$ cat src/rtl/hc595_chain_driver.sv
// hc595_chain_driver
//   Serial controller for a daisy chain of N_CHIPS 74HC595 shift/latch chips.
//   A parallel word is accepted through start (or a chain clear through clr)
//   while idle, shifted out on ds/shcp with CLK_DIV clk cycles per half-period,
//   then latched with one stcp pulse; done pulses for one cycle at the end.
//
//   Ports
//     clk      system clock, rising edge
//     rst      synchronous reset, active-high
//     start    transfer request (idle only), data_in captured on that cycle
//     clr      chain clear request (idle only), wins over start
//     enable   1 drives the 595 outputs (oe_n low)
//     data_in  word to shift, 8*N_CHIPS bits
//     busy     transfer/clear in progress
//     done     one-cycle completion pulse
//     ds, shcp, stcp, mr_n, oe_n   595 pins, all registered
module hc595_chain_driver #(
  parameter int N_CHIPS   = 1,
  parameter int CLK_DIV   = 2,
  parameter bit MSB_FIRST = 1'b1
) (
  input  logic                   clk,
  input  logic                   rst,
  input  logic                   start,
  input  logic                   clr,
  input  logic                   enable,
  input  logic [8*N_CHIPS-1:0]   data_in,
  output logic                   busy,
  output logic                   done,
  output logic                   ds,
  output logic                   shcp,
  output logic                   stcp,
  output logic                   mr_n,
  output logic                   oe_n
);

  localparam int W     = 8 * N_CHIPS;
  localparam int DIV_W = (CLK_DIV > 1) ? $clog2(CLK_DIV) : 1;
  localparam int BIT_W = $clog2(W + 1);
  localparam logic [DIV_W-1:0] DIV_LAST = DIV_W'(CLK_DIV - 1);

  typedef enum logic [2:0] {
    S_IDLE,
    S_SETUP,
    S_SHIFT_HI,
    S_CLEAR,
    S_LATCH,
    S_DONE
  } state_t;

  state_t           state;
  state_t           state_nx;
  logic [DIV_W-1:0] div_cnt;
  logic [BIT_W-1:0] bit_cnt;
  logic [W-1:0]     shreg;
  logic [W-1:0]     shreg_shifted;
  logic             tick;
  logic             accept_xfer;

  // Bit that goes out next on ds for a given shift-register image.
  function automatic logic first_bit(input logic [W-1:0] v);
    return MSB_FIRST ? v[W-1] : v[0];
  endfunction

  // Shift-register image after the current bit has been clocked out.
  function automatic logic [W-1:0] shift_out(input logic [W-1:0] v);
    return MSB_FIRST ? {v[W-2:0], 1'b0} : {1'b0, v[W-1:1]};
  endfunction

  assign tick          = (div_cnt == DIV_LAST);
  assign shreg_shifted = shift_out(shreg);
  assign accept_xfer   = (state == S_IDLE) && !clr && start;

  always_ff @(posedge clk) begin
    if (rst) begin
      state <= S_IDLE;
    end else begin
      state <= state_nx;
    end
  end

  always_comb begin
    state_nx = state;
    case (state)
      S_IDLE: begin
        if (clr) begin
          state_nx = S_CLEAR;
        end else if (start) begin
          state_nx = S_SETUP;
        end
      end
      S_SETUP:    if (tick) state_nx = S_SHIFT_HI;
      S_SHIFT_HI: if (tick) state_nx = (bit_cnt == BIT_W'(1)) ? S_LATCH : S_SETUP;
      S_CLEAR:    if (tick) state_nx = S_LATCH;
      S_LATCH:    if (tick) state_nx = S_DONE;
      S_DONE:     state_nx = S_IDLE;
      default:    state_nx = S_IDLE;
    endcase
  end

  // Control and pin registers: every pin is set on the edge that enters the
  // state it belongs to, so pins line up with the state register.
  always_ff @(posedge clk) begin
    if (rst) begin
      div_cnt <= '0;
      bit_cnt <= '0;
      busy    <= 1'b0;
      done    <= 1'b0;
      ds      <= 1'b0;
      shcp    <= 1'b0;
      stcp    <= 1'b0;
      mr_n    <= 1'b0;
      oe_n    <= 1'b1;
    end else begin
      oe_n    <= ~enable;
      div_cnt <= ((state == S_IDLE) || tick) ? '0 : div_cnt + 1'b1;
      done    <= 1'b0;
      mr_n    <= 1'b1;
      case (state)
        S_IDLE: begin
          if (clr) begin
            busy <= 1'b1;
            mr_n <= 1'b0;
            ds   <= 1'b0;
          end else if (start) begin
            busy    <= 1'b1;
            bit_cnt <= BIT_W'(W);
            ds      <= first_bit(data_in);
          end
        end
        S_SETUP: begin
          if (tick) shcp <= 1'b1;
        end
        S_SHIFT_HI: begin
          if (tick) begin
            shcp    <= 1'b0;
            bit_cnt <= bit_cnt - 1'b1;
            if (bit_cnt == BIT_W'(1)) begin
              stcp <= 1'b1;
              ds   <= 1'b0;
            end else begin
              // ds moves only together with the falling shcp edge.
              ds <= first_bit(shreg_shifted);
            end
          end
        end
        S_CLEAR: begin
          // Hold MR low for the whole CLEAR window, then latch the zeros.
          if (tick) begin
            stcp <= 1'b1;
          end else begin
            mr_n <= 1'b0;
          end
        end
        S_LATCH: begin
          if (tick) stcp <= 1'b0;
        end
        S_DONE: begin
          done <= 1'b1;
          busy <= 1'b0;
        end
        default: begin
          busy <= 1'b0;
        end
      endcase
    end
  end

  // Data path: no reset, only loaded on accept and advanced per shifted bit.
  always_ff @(posedge clk) begin
    if (accept_xfer) begin
      shreg <= data_in;
    end else if ((state == S_SHIFT_HI) && tick) begin
      shreg <= shreg_shifted;
    end
  end

endmodule

$ cat config.mk
export PLATFORM = sky130hd
export DESIGN_NAME = hc595_chain_driver
export DESIGN_NICKNAME = d
export VERILOG_FILES = /design/src/rtl/hc595_chain_driver.sv
export SDC_FILE = /design/constraint.sdc
export NUM_CORES = 1
export LEC_CHECK = 0
export CAP_MARGIN = 20
export CORE_MARGIN = 2
export CORE_UTILIZATION = 50
export DETAILED_ROUTE_END_ITERATION = 6
export GPL_TIMING_DRIVEN = 0
export PLACE_DENSITY = 0.77
export SYNTH_ARGS = -nofsm -noshare
export SYNTH_HDL_FRONTEND = slang
export SYNTH_SLANG_ARGS = --single-unit
$ cat constraint.sdc
create_clock -name clk -period 1.9 [get_ports clk]
set_input_delay 0.38 -clock clk [delete_from_list [all_inputs] [get_ports clk]]
set_output_delay 0.38 -clock clk [all_outputs]
set_load 0.1 [all_outputs]
---- Word level (Yosys, flattened, before mapping) ----
Index checks and enable logic that the tools add are counted.
cells by class
  $add $sub $neg .......................... 2
  equality and inequality tests ........... 14
  multiplexer cells ....................... 32
  bitwise operators ....................... 2
  reductions and logical operators ........ 18
operators with widths
  kind                   number
  $mux W3                7
  $pmux W3 S5            1
  $mux W7                2
  $ne A2 B2 Y1 const B   7
  $mux W1                13
  $mux W4                3
  $reduce_and A5 Y1      2
  $pmux W1 S2            4
  $pmux W4 S2            1
  $eq A3 B2 Y1 const B   2
  $eq A3 B3 Y1 const B   2
  $reduce_and A3 Y1      2
  $reduce_bool A2 Y1     3
  $eq A4 B1 Y1 const B   1
  $reduce_and A4 Y1      1
  $reduce_or A4 Y1       1
  $sub A4 B1 Y4 const B  1
  $eq A3 B1 Y1 const B   1
  $logic_and A1 B1 Y1    3
  $logic_not A3 Y1       1
  $ne A3 B3 Y1 const B   1
  $pmux W1 S3            1
  $reduce_bool A3 Y1     1
  $not A1 Y1             2
  5 further kinds        5
word-level totals
  register bits ........................... 22
  input bits .............................. 13

---- Longest topological paths before layout ----
  depth in word-level cells ............... 4
  gate-level depth with buffers ........... 6
  gate-level depth less buffers ........... 6

---- Worst setup path before layout ----
Ideal clock, no wire load.
  path kind ............................... in2reg
  start ................................... input port clr
  end ..................................... register bit_cnt[3]
  arrival ................................. 1446 ps
  required time ........................... 1778 ps
  slack ................................... 332 ps
  stages on the path ...................... 4
  buffers on the path ..................... 0
  path through ............................ or3b_4 a21boi_2 and4_1 nor3_1
on the way
  longest elaborated chain between the ends .. 2
ends and longest elaborated chain
  item                                RTL line  source
  from (decl)                         25        input logic clr,
  $ne A2 B2 Y1 (no source line)       -
  $reduce_and A4 Y1 (no source line)  -
  to (signal assigned)                127       bit_cnt <= BIT_W'(W);
  to (signal assigned)                137       bit_cnt <= bit_cnt - 1'b1;
  to (decl)                           54        logic [BIT_W-1:0] bit_cnt;
No other way between the ends.
A chain may end at the register's enable or synchronous reset.

---- Worst setup path in the final report ----
  start ................................... register mr_n
  end ..................................... output port mr_n
RTL lines
  item                    RTL line  source
  from (decl)             33        output logic mr_n,
  from (signal assigned)  112       mr_n <= 1'b0;
  from (signal assigned)  118       mr_n <= 1'b1;
  from (signal assigned)  123       mr_n <= 1'b0;
No word-level cell between the ends.

==> results by stage <==
STA:
- The setup slack after layout is 0.0379 ns.
- Dividing the final minimum period by the clock period gives 0.980.
- The achievable clock frequency is between 0.5 and 0.6 GHz.
- The max-slew violation count is 0.
- The total of endpoints with negative setup slack in the final report is 0.
- After layout, the minimum clock period comes to ~1.9 ns.
- The worst clock skew on the final layout is 0.00476 ns.
- The tightest slew margin relative to the limit is 0.365.
- At the pin with the least slew margin, the transition time is 0.957 ns.
- The hold violation count in the final report is 0.
- Setup repair after global routing left no endpoint under its margin.

Floorplan:
- The vertical die dimension is ~50 um.
- In this run the standard cell core region covers about 2000 um2.
- The die covers 2480 um2.
- The I/O pin total is 20.
- The initial utilization of the core area, before any placement, comes to 0.534.
- The count of standard-cell rows is 16.
- The die boundary width is between 40 and 50 um.

Power and ir drop:
- The peak supply drop is 0.000515 V.
- The total power density per cell area is just under 1000 nW/um2.
- Of the total power, the share spent switching nets is 0.372.
- For this design the static power due to leakage is around 0.52 nW.
- The internal cell power is around 0.0008 W.
- In this run the power spent charging and discharging nets is around 0.00049 W.
- Total power for the finished layout comes to 0.00131 W.
- The fraction of power consumed by the clock network is 0.199.
- Of the total power, combinational logic draws 0.355.
- The part of the power in registers is 0.446.

GRT:
- The initial antenna violation count is 0.
- The number of global-route vias before repair is 882.
- The total congestion overflow is 0.
- Entering global routing, the biggest net connects 13 pins.
- In the global route stage, overall resource usage came out at 0.183.
- The first global-routing pass estimated 3.55 mm of wire.

Detailed routing:
- The routed layout has 918 vias.
- The remaining number of nets flagged by the antenna check after routing is 0.
- The detailed router finished its first iteration with 16 violations.
- The via count normalized by instance count is between 5 and 6.
- The routed design has approximately 2.1 mm of wire.
- After detailed routing, the number of remaining DRC violations is 0.
- In the final routed layout, each cell accounts on average for 12.7 um.
- The first-pass iteration count of the detailed router is 4.

Layout:
- The sequential cell area in the final layout is 510 um2.
- Once layout is complete, the utilization of the core stands at 0.679.
- The count of antenna diodes in the layout is 0.
- In the final layout, the share of cells above drive strength 1 is 0.113.
- After filler insertion, the fill cell instance count of the layout stands at 184.
- After the last flow step, the layout net total stands at 157.
- Relative to the synthesized area, the layout overhead comes to 27.2%.
- The area occupied by multi-input gates is a little over 500 um2.

Worst setup path:
- In this design, the stage delay of the slowest critical-path cell is about 0.85 ns.
- In this run the number of cells on the critical path is 1.
- The combined buffer and inverter count along the critical path is 1.
- The slowest stage of the critical path is the dlygate4sd2_1 cell.
- The type of element capturing the critical path is an output port.
- Traced cell by cell, the critical path runs through dlygate4sd2_1.
- STA puts the critical path data arrival time at approximately 1.5 ns.
- The maximum fanout count along the critical path is 1.
- The required time at the endpoint of the critical path is roughly 1.5 ns.
- The length in cells of the worst reg-to-reg path is 4.
- The critical setup path kind is reg2out.
- The family with the most delay on the worst path is buffers and inverters.
- The worst setup path is launched from a register.

Yosys:
- The count of distinct cell types in the synthesized netlist is 34.
- Synthesis produced a netlist whose cell count is roughly 110.
- For this run, the register share of the synthesized area comes to 0.487.
- The post-synthesis cell area is around 1000 um2.
- Counting flops and latches in the post-synthesis netlist gives 22.
- The warning count from the yosys run is 0.
- Synthesis produced a netlist with a net count of between 100 and 150.
- The mean instance size in the synthesized netlist is 9.19 um2.

Min path:
- Along the worst hold path, the cell count comes to 2.
- The min-delay analysis places its worst path in the category reg2reg.

Clock tree:
- The clock-pin slew on the worst setup and hold paths is 0.12 ns.
- The clock insertion delay at the later pin of the skew report is approximately 0.31 ns.
- In this run the number of H-tree levels came out at 1.
- The tree is rooted in a clkbuf_4.
- The clock buffer count from CTS is 3.
- The TritonCTS clock tree is yes.
- In this run the deepest clock path goes through 2 buffers.
- The total number of clock tree sinks is 22.

Placed design:
- Buffers placed on the I/O ports in this run total 19.
- At the end of routability-driven placement, the weighted congestion stood at 0.818.
- Before CTS, the worst setup slack after placement is -0.443 ns.
- The placed wire-length estimate after detailed placement is around 1.5 mm.

Outcome:
- The run finished with clean final reports.

Flow run:
- The max capacitance violation total is 0.
## cell usage in the layout, fill, tap and decap left out, types with 2 or more instances in the layout
master / count
dlygate4sd2_1: 2
a211oi_1: 3
clkbuf_2: 2
nand2b_1: 4
xnor2_1: 2
clkbuf_4: 3
nor2_1: 11
dfxtp_1: 15
buf_4: 4
edfxtp_1: 7
nor3_1: 8
inv_1: 5
nand2_1: 23
clkbuf_1: 4
a21oi_1: 4
clkdlybuf4s15_1: 3
ha_1: 2
nor2b_1: 3
o21ai_0: 3
clkdlybuf4s50_1: 12
## worst paths after layout
kind	endpoint	slack [ns]	start
worst max-delay path	mr_n	0.04	mr_n$_SDFF_PP0_
worst min-delay path	busy$_SDFFE_PP0P_	0.47	busy$_SDFFE_PP0P_
worst max register to register	shreg[5]$_DFFE_PP_	0.25	div_cnt$_SDFF_PP0_
worst min register to register	busy$_SDFFE_PP0P_	0.47	busy$_SDFFE_PP0P_
## what timing repair did
action / in CTS / in global routing
setup endpoints to repair: 17 / 6
hold buffers: 0 / 0
pin swaps: 0 / 1
setup buffers: 0 / 4
gates resized for setup: 9 / 6
## cell usage after synthesis, drive strengths merged
library cell,count,area (um2)
a21boi,1,11.3
mux2i,1,10.0
nor2,11,41.3
a2111oi,1,27.5
o21ai,3,15.0
buf,1,5.00
a211oi,3,22.5
o22ai,1,6.26
nor4,1,6.26
and3,1,6.26
nor3b,1,7.51
and4,1,8.76
a2bb2oi,1,8.76
a41oi,1,8.76
xnor2,2,17.5
nand4b,1,8.76
edfxtp,7,210
dfxtp,15,300
or3b,2,20.0
inv,5,18.8
nor2b,3,18.8
a21oi,4,20.0
nand2,23,86.3
a22oi,1,7.51
a221oi,1,8.76
ha,2,25.0
clkbuf,4,15.0
nor3,10,66.3
nand3,1,5.00
a311oi,1,8.76
nand2b,4,25.0
## metrics by stage
step | area [um2] | hold WS, ns | setup TNS (ns) | cells
4_1_cts | 1310 | 0.477 | 0 | 164
5_1_grt | 1330 | 0.502 | 0 | 168
2_1_floorplan | 1050 | 0.452 | 0 | 114
3_3_place_gp | 1270 | 0.442 | -3.92 | 160
3_5_place_dp | 1270 | 0.462 | -4.50 | 160
6_report | 1330 | 0.473 | 0 | 168
## kinds of logic after synthesis
logic type,count (synthesis),synth area share
compound gates,18,0.139
xor+xnor,2,0.0167
fa+ha+maj,2,0.0239
buf+inv,10,0.0370
flops,22,0.487
mux,1,0.00956
simple gates,59,0.287
## routing by layer
metal  track usage  vias to the layer above  part of all wire
met2         0.347                       21              0.50
met3        0.0273                        4             0.043
li1              -                      453                 -
met5             0                        -                 0
met4        0.0694                        0             0.011
met1         0.203                      440              0.44
## sequential cells by signal, summed over array words and instances, names as in the netlist
register	cells
state	3
oe_n	1
shcp	1
done	1
ds	1
bit_cnt	4
stcp	1
shreg	7
div_cnt	1
busy	1
mr_n	1
## area by class of cell
| class | count | share of cell area |
|---|---|---|
| repair buffers | 23 | 0.156 |
| well taps | 27 | 0.0254 |
| plain buffers | 5 | 0.0150 |
| clock buffers | 4 | 0.0272 |
| flip-flops and latches | 22 | 0.383 |
| multi-input cells | 82 | 0.379 |
| inverters | 5 | 0.0141 |
## power groups by stage
| stage | Sequential, W | Combinational (W) | Clock (W) |
|---|---|---|---|
| 6_report | 0.000583 | 0.000465 | 0.000260 |
| 5_1_grt | 0.000591 | 0.000501 | 0.000275 |
| 4_1_cts | 0.000583 | 0.000450 | 0.000266 |
| 3_5_place_dp | 0.000594 | 0.000455 | 0 |
| 3_3_place_gp | 0.000592 | 0.000445 | 0 |
| 2_1_floorplan | 0.000718 | 0.000218 | 0 |
Note: power is estimated with default switching activity, not from simulation.
